$ cat config.mk
export PLATFORM = sky130hd
export DESIGN_NAME = mem_arbiter_flat
export DESIGN_NICKNAME = d
export VERILOG_FILES = /design/src/rtl/mem_arbiter_pkg.sv /design/src/rtl/mem_arbiter_if.sv /design/src/rtl/mem_arbiter_rr_arbiter.sv /design/src/rtl/mem_arbiter.sv /design/src/flat_wrapper.sv
export SDC_FILE = /design/constraint.sdc
export NUM_CORES = 1
export LEC_CHECK = 0
export CAP_MARGIN = 20
export CORE_AREA = 2 2 97 89
export CTS_CLUSTER_DIAMETER = 100
export DETAILED_ROUTE_END_ITERATION = 6
export DIE_AREA = 0 0 99 91
export PLACE_DENSITY = 0.84
export SYNTH_ARGS = -nofsm -noshare
export SYNTH_HDL_FRONTEND = slang
export SYNTH_HIERARCHICAL = 1
export SYNTH_SLANG_ARGS = --single-unit
$ cat constraint.sdc
create_clock -name clk -period 2.8 [get_ports clk]
set_clock_uncertainty 0.15 [all_clocks]
set_input_delay 0.56 -clock clk [delete_from_list [all_inputs] [get_ports clk]]
set_output_delay 0.56 -clock clk [all_outputs]
set_load 0.02 [all_outputs]
$ cat src/rtl/mem_arbiter_pkg.sv
// Shared types and defaults for the round-robin memory arbiter.
package mem_arb_pkg;

   localparam int DEF_ADDR_WIDTH = 4;
   localparam int DEF_DATA_WIDTH = 32;

   typedef enum logic [1:0] {
      IDLE,
      ISSUE,
      RESP
   } state_e;

   // Requester-id width; a single requester still needs one bit.
   function automatic int id_width(input int n);
      return (n > 1) ? $clog2(n) : 1;
   endfunction

endpackage

$ cat src/rtl/mem_arbiter_if.sv
// Requester-side and memory-side signals of the arbiter, bundled as one interface.
interface mem_arbiter_if
   import mem_arb_pkg::*;
#(
   parameter int NUM_REQ    = 2,
   parameter int ADDR_WIDTH = DEF_ADDR_WIDTH,
   parameter int DATA_WIDTH = DEF_DATA_WIDTH
);

   logic [NUM_REQ-1:0]            req;
   logic [NUM_REQ-1:0]            req_we;
   logic [NUM_REQ*ADDR_WIDTH-1:0] req_addr;
   logic [NUM_REQ*DATA_WIDTH-1:0] req_wdata;
   logic [NUM_REQ-1:0]            gnt;
   logic [NUM_REQ-1:0]            rvalid;
   logic [DATA_WIDTH-1:0]         rdata;
   logic [NUM_REQ-1:0]            rerr;
   logic                          busy;

   logic                          mem_en;
   logic [ADDR_WIDTH-1:0]         mem_address;
   logic [DATA_WIDTH-1:0]         mem_data_in;
   logic [DATA_WIDTH-1:0]         mem_data_out;
   logic                          mem_valid_out;

   modport slave (
      input  req, req_we, req_addr, req_wdata, mem_data_out, mem_valid_out,
      output gnt, rvalid, rdata, rerr, busy, mem_en, mem_address, mem_data_in
   );

   modport master (
      output req, req_we, req_addr, req_wdata, mem_data_out, mem_valid_out,
      input  gnt, rvalid, rdata, rerr, busy, mem_en, mem_address, mem_data_in
   );

endinterface

$ cat src/rtl/mem_arbiter_rr_arbiter.sv
// Combinational round-robin picker: search starts one past the last grant.
module rr_arbiter
   import mem_arb_pkg::*;
#(
   parameter int NUM_REQ = 2,
   parameter int IDW     = id_width(NUM_REQ)
) (
   input  logic [NUM_REQ-1:0] req_i,
   input  logic [IDW-1:0]     last_grant_i,
   output logic [IDW-1:0]     winner_o,
   output logic               valid_o
);

   // NOTE: every output gets a default before the loop so no latch is inferred.
   always_comb begin
      winner_o = '0;
      valid_o  = 1'b0;
      for (int i = 1; i <= NUM_REQ; i++) begin
         if (!valid_o && req_i[(int'(last_grant_i) + i) % NUM_REQ]) begin
            winner_o = IDW'((int'(last_grant_i) + i) % NUM_REQ);
            valid_o  = 1'b1;
         end
      end
   end

endmodule

$ cat src/rtl/mem_arbiter.sv
// Round-robin arbiter sharing one single-port memory between NUM_REQ requesters,
// one transaction in flight at a time (IDLE -> ISSUE [-> RESP] -> IDLE).
module mem_arbiter
   import mem_arb_pkg::*;
#(
   parameter int NUM_REQ    = 2,
   parameter int ADDR_WIDTH = DEF_ADDR_WIDTH,
   parameter int DATA_WIDTH = DEF_DATA_WIDTH
) (
   input  logic         clk,
   input  logic         reset,
   mem_arbiter_if.slave bus
);

   localparam int IDW = id_width(NUM_REQ);

   state_e                  state_q;
   logic [IDW-1:0]          id_q;
   logic [IDW-1:0]          last_grant_q;
   logic [NUM_REQ-1:0]      gnt_q;
   logic [NUM_REQ-1:0]      rvalid_q;
   logic [NUM_REQ-1:0]      rerr_q;
   logic [DATA_WIDTH-1:0]   rdata_q;
   logic                    busy_q;
   logic                    mem_en_q;
   logic [ADDR_WIDTH-1:0]   mem_address_q;
   logic [DATA_WIDTH-1:0]   mem_data_in_q;
   logic [IDW-1:0]          win_id;
   logic                    win_valid;

   rr_arbiter #(
      .NUM_REQ (NUM_REQ),
      .IDW     (IDW)
   ) u_rr (
      .req_i        (bus.req),
      .last_grant_i (last_grant_q),
      .winner_o     (win_id),
      .valid_o      (win_valid)
   );

   // NOTE: all state uses non-blocking assignments; pulse outputs are cleared
   // by default each cycle and set only where the FSM raises them.
   always_ff @(posedge clk) begin
      if (reset) begin
         state_q       <= IDLE;
         id_q          <= '0;
         last_grant_q  <= IDW'(NUM_REQ - 1);
         gnt_q         <= '0;
         rvalid_q      <= '0;
         rerr_q        <= '0;
         rdata_q       <= '0;
         busy_q        <= 1'b0;
         mem_en_q      <= 1'b0;
         mem_address_q <= '0;
         mem_data_in_q <= '0;
      end else begin
         gnt_q    <= '0;
         rvalid_q <= '0;
         rerr_q   <= '0;
         mem_en_q <= 1'b0;
         unique case (state_q)
            IDLE: begin
               if (win_valid) begin
                  id_q           <= win_id;
                  last_grant_q   <= win_id;
                  gnt_q[win_id]  <= 1'b1;
                  mem_en_q       <= bus.req_we[win_id];
                  mem_address_q  <= bus.req_addr[int'(win_id)*ADDR_WIDTH +: ADDR_WIDTH];
                  mem_data_in_q  <= bus.req_wdata[int'(win_id)*DATA_WIDTH +: DATA_WIDTH];
                  busy_q         <= 1'b1;
                  state_q        <= ISSUE;
               end
            end
            ISSUE: begin
               // mem_en_q is high here exactly when the latched operation is a write.
               if (mem_en_q) begin
                  busy_q  <= 1'b0;
                  state_q <= IDLE;
               end else begin
                  state_q <= RESP;
               end
            end
            RESP: begin
               if (bus.mem_valid_out) begin
                  rvalid_q[id_q] <= 1'b1;
                  rdata_q        <= bus.mem_data_out;
               end else begin
                  rerr_q[id_q]   <= 1'b1;
               end
               busy_q  <= 1'b0;
               state_q <= IDLE;
            end
            default: state_q <= IDLE;
         endcase
      end
   end

   assign bus.gnt         = gnt_q;
   assign bus.rvalid      = rvalid_q;
   assign bus.rerr        = rerr_q;
   assign bus.rdata       = rdata_q;
   assign bus.busy        = busy_q;
   assign bus.mem_en      = mem_en_q;
   assign bus.mem_address = mem_address_q;
   assign bus.mem_data_in = mem_data_in_q;

endmodule
$ cat src/flat_wrapper.sv
// flat-port wrapper written by rule: the top's interface ports become plain ports
module mem_arbiter_flat import mem_arb_pkg::*;
#(
   parameter int NUM_REQ    = 2,
   parameter int ADDR_WIDTH = DEF_ADDR_WIDTH,
   parameter int DATA_WIDTH = DEF_DATA_WIDTH
)
  (clk, reset, bus_req, bus_req_we, bus_req_addr, bus_req_wdata, bus_mem_data_out, bus_mem_valid_out, bus_gnt, bus_rvalid, bus_rdata, bus_rerr, bus_busy, bus_mem_en, bus_mem_address, bus_mem_data_in);
  mem_arbiter_if #(.NUM_REQ(NUM_REQ), .ADDR_WIDTH(ADDR_WIDTH), .DATA_WIDTH(DATA_WIDTH)) bus_i ();
  input  logic clk;
  input  logic reset;
  input wire logic [$bits(bus_i.req)-1:0] bus_req;
  input wire logic [$bits(bus_i.req_we)-1:0] bus_req_we;
  input wire logic [$bits(bus_i.req_addr)-1:0] bus_req_addr;
  input wire logic [$bits(bus_i.req_wdata)-1:0] bus_req_wdata;
  input wire logic [$bits(bus_i.mem_data_out)-1:0] bus_mem_data_out;
  input wire logic [$bits(bus_i.mem_valid_out)-1:0] bus_mem_valid_out;
  output wire logic [$bits(bus_i.gnt)-1:0] bus_gnt;
  output wire logic [$bits(bus_i.rvalid)-1:0] bus_rvalid;
  output wire logic [$bits(bus_i.rdata)-1:0] bus_rdata;
  output wire logic [$bits(bus_i.rerr)-1:0] bus_rerr;
  output wire logic [$bits(bus_i.busy)-1:0] bus_busy;
  output wire logic [$bits(bus_i.mem_en)-1:0] bus_mem_en;
  output wire logic [$bits(bus_i.mem_address)-1:0] bus_mem_address;
  output wire logic [$bits(bus_i.mem_data_in)-1:0] bus_mem_data_in;
  assign bus_i.req = bus_req;
  assign bus_i.req_we = bus_req_we;
  assign bus_i.req_addr = bus_req_addr;
  assign bus_i.req_wdata = bus_req_wdata;
  assign bus_i.mem_data_out = bus_mem_data_out;
  assign bus_i.mem_valid_out = bus_mem_valid_out;
  assign bus_gnt = bus_i.gnt;
  assign bus_rvalid = bus_i.rvalid;
  assign bus_rdata = bus_i.rdata;
  assign bus_rerr = bus_i.rerr;
  assign bus_busy = bus_i.busy;
  assign bus_mem_en = bus_i.mem_en;
  assign bus_mem_address = bus_i.mem_address;
  assign bus_mem_data_in = bus_i.mem_data_in;
  mem_arbiter #(.NUM_REQ(NUM_REQ), .ADDR_WIDTH(ADDR_WIDTH), .DATA_WIDTH(DATA_WIDTH)) u_core (.clk(clk), .reset(reset), .bus(bus_i));
endmodule
==> results.md <==
- Setup repair after global routing left no endpoint under its margin.
- The port buffer count is between 150 and 200.
- Sequential elements use 51.08% of the synthesized area.
- The total clock buffers created by CTS is 9.
- The kind of cell with the highest combined delay on the critical path is buffers and inverters.
- After detailed placement, the total cell area comes to 5012 um2.
- The final non-filler cell area is between 5000 and 6000 um2.
- The worst hold path was traced through 2 stages.
- The floorplan step defined a core boundary enclosing 7951 um2.
- After clock tree synthesis, the flow added hold-fix buffers numbering 0.
- The die width is 99 um.
- In this run the clock root is driven by a sky130_fd_sc_hd__clkbuf_8.
- The relative slew slack is 62.89%.
- At the worst endpoint, the arrival time is 1.38 ns.
- Detailed placement finished with a half-perimeter wire length of roughly 6600 um.
- The post-CTS clock slew at the launch and capture registers of the worst setup and hold paths is roughly 0.080 ns.
- The number of warnings issued by yosys is 6.
- The initial antenna violation count is 0.
- The number of buffers inserted by post-CTS setup repair is 0.
- The shortest period the worst path allows is 2.091 ns.
- For this design the ratio of total power to cell area is 563.7 nW/um2.
- The total overflow left after global routing is 0.
- The synthesized netlist occupies a cell area of 3136 um2.
- The endpoint of the worst-slack reg-to-reg timing path is u_core/bus.rdata[7].
- In this run the worst hold path is classified as register to register.
- The worst setup path is launched from a register.
- The overall routing resource usage is 18.69%.
- For this design, the sink count on the clock tree is 80.
- The area added between synthesis and finish is 67.32%.
- The synthesized flop and latch total is 80.
- At the placement stage, the worst setup path has a slack of 0.5951 ns.
- For this run, the top clock speed supported by timing is 478.2 MHz.
- The static power due to leakage is 1.948 nW.
- Cells fill 65.98% of the core in the end.
- For the pin with the worst max-slew slack, the measured transition is 0.5566 ns.
- The post-cts repair resize count is 0.
- Walking the worst path, the cells encountered are clkdlybuf4s50_1.
- The worst register-to-register path begins at u_core/state_q[0].
- The congestion estimate from routability-driven global placement came to between 0.7 and 0.8.
- The number of distinct standard cells referenced by the synthesized netlist is 30.
- For this run, asynchronously set or reset flops after synthesis account for 0%.
- The post-detailed-route count of antenna-violating nets is 0.
- The total power consumption of the routed design is 0.002957 W.
- VDD sags by at most 0.3467 mV.
- The run finished with clean final reports.
- The number of instances in the synthesized netlist is 346.
- The summed negative setup slack over all endpoints is 0 ns.
- The master of the slowest instance on the critical path is sky130_fd_sc_hd__clkdlybuf4s50_1.
- The detail-routed net length per standard cell is about 14 um.
- The total count of hold-check failures in the final report is 0.
- Of all nets on the critical path, the largest fanout is 3.
- TritonCTS built the clock tree.
- The hold path startpoint is u_core/bus.mem_data_in[22].
- The final setup slack of the worst path is roughly 0.71 ns.
- The count of standard-cell rows is 31.
- The number of buffers on the longest clock path is 2.
- Yosys mapped a number of flops with a built-in enable equal to 0.
- By startpoint and endpoint, the worst setup path is classified as register to primary output.
- The first-pass iteration count of the detailed router is 4.
- The number of buffers and inverters on the critical path is 1.
- After detailed routing, the total wire length is 8539 um.
- The final critical path takes up 74.69% of the cycle.
- The slack of the worst reg-to-reg path is 1.06 ns.
- The number of slew-limit violations in the final report is 0.
- The number of design rule violations left after detail routing is 0.
- The number of nets in the final layout is ~640.
- On the worst path, the slowest cell contributes a delay of 0.64 ns.
- The library cell used most frequently in the layout, excluding fill and tap cells, is sky130_fd_sc_hd__clkdlybuf4s50_1.
- After filler insertion, the fill cell instance count of the layout stands at 647.
- The number of cells on the worst reg-to-reg path is 5.
- The routed layout has 2976 vias.
- Entering global routing, the biggest net connects 40 pins.
- The kind of end point of the critical path is a primary output.
- In the layout the commonest cells are 186 x sky130_fd_sc_hd__clkdlybuf4s50_1, 102 x sky130_fd_sc_hd__nand2_1, 80 x sky130_fd_sc_hd__dfxtp_1, 39 x sky130_fd_sc_hd__mux2i_1, 33 x sky130_fd_sc_hd__a21oi_1.
- The die is a little over 90 um tall.
- The H-tree depth is 3.
- The number of global-route vias before repair is slightly below 3k.
- The full die area is about 9000 um2.
- The number of primary I/O pins is 187.
- The insertion delay of the later-clocked pin in the worst-skew pair is 0.34 ns.
- The path with the worst hold slack has its endpoint at u_core/bus.mem_data_in[22].
- Dividing the detail-routed via count by the number of cells gives 4.739.
- The final-report setup violation count is 0.
- The critical path data required time is approximately 2.1 ns.
- The initial utilization of the core area, before any placement, comes to 39.43%.
- The most used flip-flop cell after synthesis is sky130_fd_sc_hd__dfxtp_1.
- When the netlist entered floorplanning its net count stood at 462.
- The first global-routing pass estimated between 10000 and 15000 um of wire.
- The number of DRC violations after detailed-routing iteration 0 is 105.
- The total inserted antenna cells is 0.
- In the final layout, the share of cells above drive strength 1 is 4.537%.
- A synthesized cell averages 9.062 um2.
- The tool flagged a number of max-cap violations equal to 0.
area by class of cell:
type | count | area (um2) | share of cell area (%)
inverters | 5 | 18.77 | 0.3577
flip-flops and latches | 80 | 1602 | 30.53
clock buffers | 10 | 127.6 | 2.433
repair buffers | 192 | 1932 | 36.82
multi-input cells | 237 | 1336 | 25.47
well taps | 99 | 123.9 | 2.361
clock inverters | 5 | 106.4 | 2.027
flip-flops by register name (all words and copies together) (netlist names):
name and count:
u_core/bus.rerr 2, u_core/bus.rvalid 2, u_core/last_grant_q 1, u_core/bus.mem_data_in 32
u_core/id_q 1, u_core/bus.busy 1, u_core/bus.gnt 2, u_core/bus.rdata 32
u_core/bus.mem_address 4, u_core/state_q 2, u_core/bus.mem_en 1
cell usage after synthesis, types with 2 or more instances:
| master | n | area (um2) |
|---|---|---|
| sky130_fd_sc_hd__nand2_1 | 102 | 382.9 |
| sky130_fd_sc_hd__dfxtp_1 | 80 | 1602 |
| sky130_fd_sc_hd__mux2i_1 | 39 | 390.4 |
| sky130_fd_sc_hd__a21oi_1 | 33 | 165.2 |
| sky130_fd_sc_hd__o21ai_0 | 21 | 105.1 |
| sky130_fd_sc_hd__o21ai_1 | 15 | 75.07 |
| sky130_fd_sc_hd__nor2_1 | 7 | 26.28 |
| sky130_fd_sc_hd__buf_6 | 6 | 67.56 |
| sky130_fd_sc_hd__buf_2 | 5 | 25.02 |
| sky130_fd_sc_hd__clkbuf_1 | 5 | 18.77 |
| sky130_fd_sc_hd__ha_1 | 5 | 62.56 |
| sky130_fd_sc_hd__inv_1 | 5 | 18.77 |
| sky130_fd_sc_hd__buf_4 | 3 | 22.52 |
| sky130_fd_sc_hd__clkbuf_8 | 3 | 41.29 |
| sky130_fd_sc_hd__nor2b_1 | 2 | 12.51 |
layer usage:
metal	global-route usage [%]	vias to the layer above	routed length, um
met3	7.775	14	826
met4	6.050	0	180
li1	-	1495	-
met5	0	-	0
met1	20.14	1332	3345
met2	33.00	135	4186
where the power goes:
group / switching, W / internal (W)
Combinational: 0.000315 / 0.000373
Clock: 0.000399 / 0.000589
Sequential: 0.0000514 / 0.00123
worst reg2reg max path, delay by kind of cell, from the launching register on:
family | cells | cell delay (ns)
fa+ha+maj | 1 | 0.19
compound gates | 1 | 0.17
flops | 1 | 0.35
buf+inv | 1 | 0.13
simple gates | 2 | 0.67
kinds of logic (layout without fill, tap and decap cells):
kind of cell / count (synthesis) / after routing / share of synthesized area (%)
flip-flops: 80 / 80 / 51.08
AO/OA/AOI/OAI: 74 / 74 / 12.25
buffers and inverters: 29 / 212 / 6.903
multiplexers: 39 / 39 / 12.45
AND/OR/NAND/NOR: 119 / 119 / 15.32
adder cells (fa/ha/maj): 5 / 5 / 1.995
metrics by stage:
step,hold slack [ns],instances
floorplan,0.2755,346
global placement,0.2843,613
detailed placement,0.2905,613
CTS,0.3064,628
global route,0.3252,628
finish,0.3023,628
how the worst max path moves through the flow:
stage          slack (ns)                        end  depth (start not counted)         startpoint
2_1_floorplan        1.19  u_core/bus.mem_address[0]                          6         bus_req[1]
3_3_place_gp         0.65       u_core/bus.rdata[13]                          4  bus_mem_valid_out
3_5_place_dp         0.60        u_core/bus.rdata[7]                          4  bus_mem_valid_out
4_1_cts              0.67                 bus_mem_en                          1  u_core/bus.mem_en
5_1_grt              0.65                 bus_mem_en                          1  u_core/bus.mem_en
6_report             0.71                 bus_mem_en                          1  u_core/bus.mem_en
No activity file was read; power rests on OpenSTA's default activity.
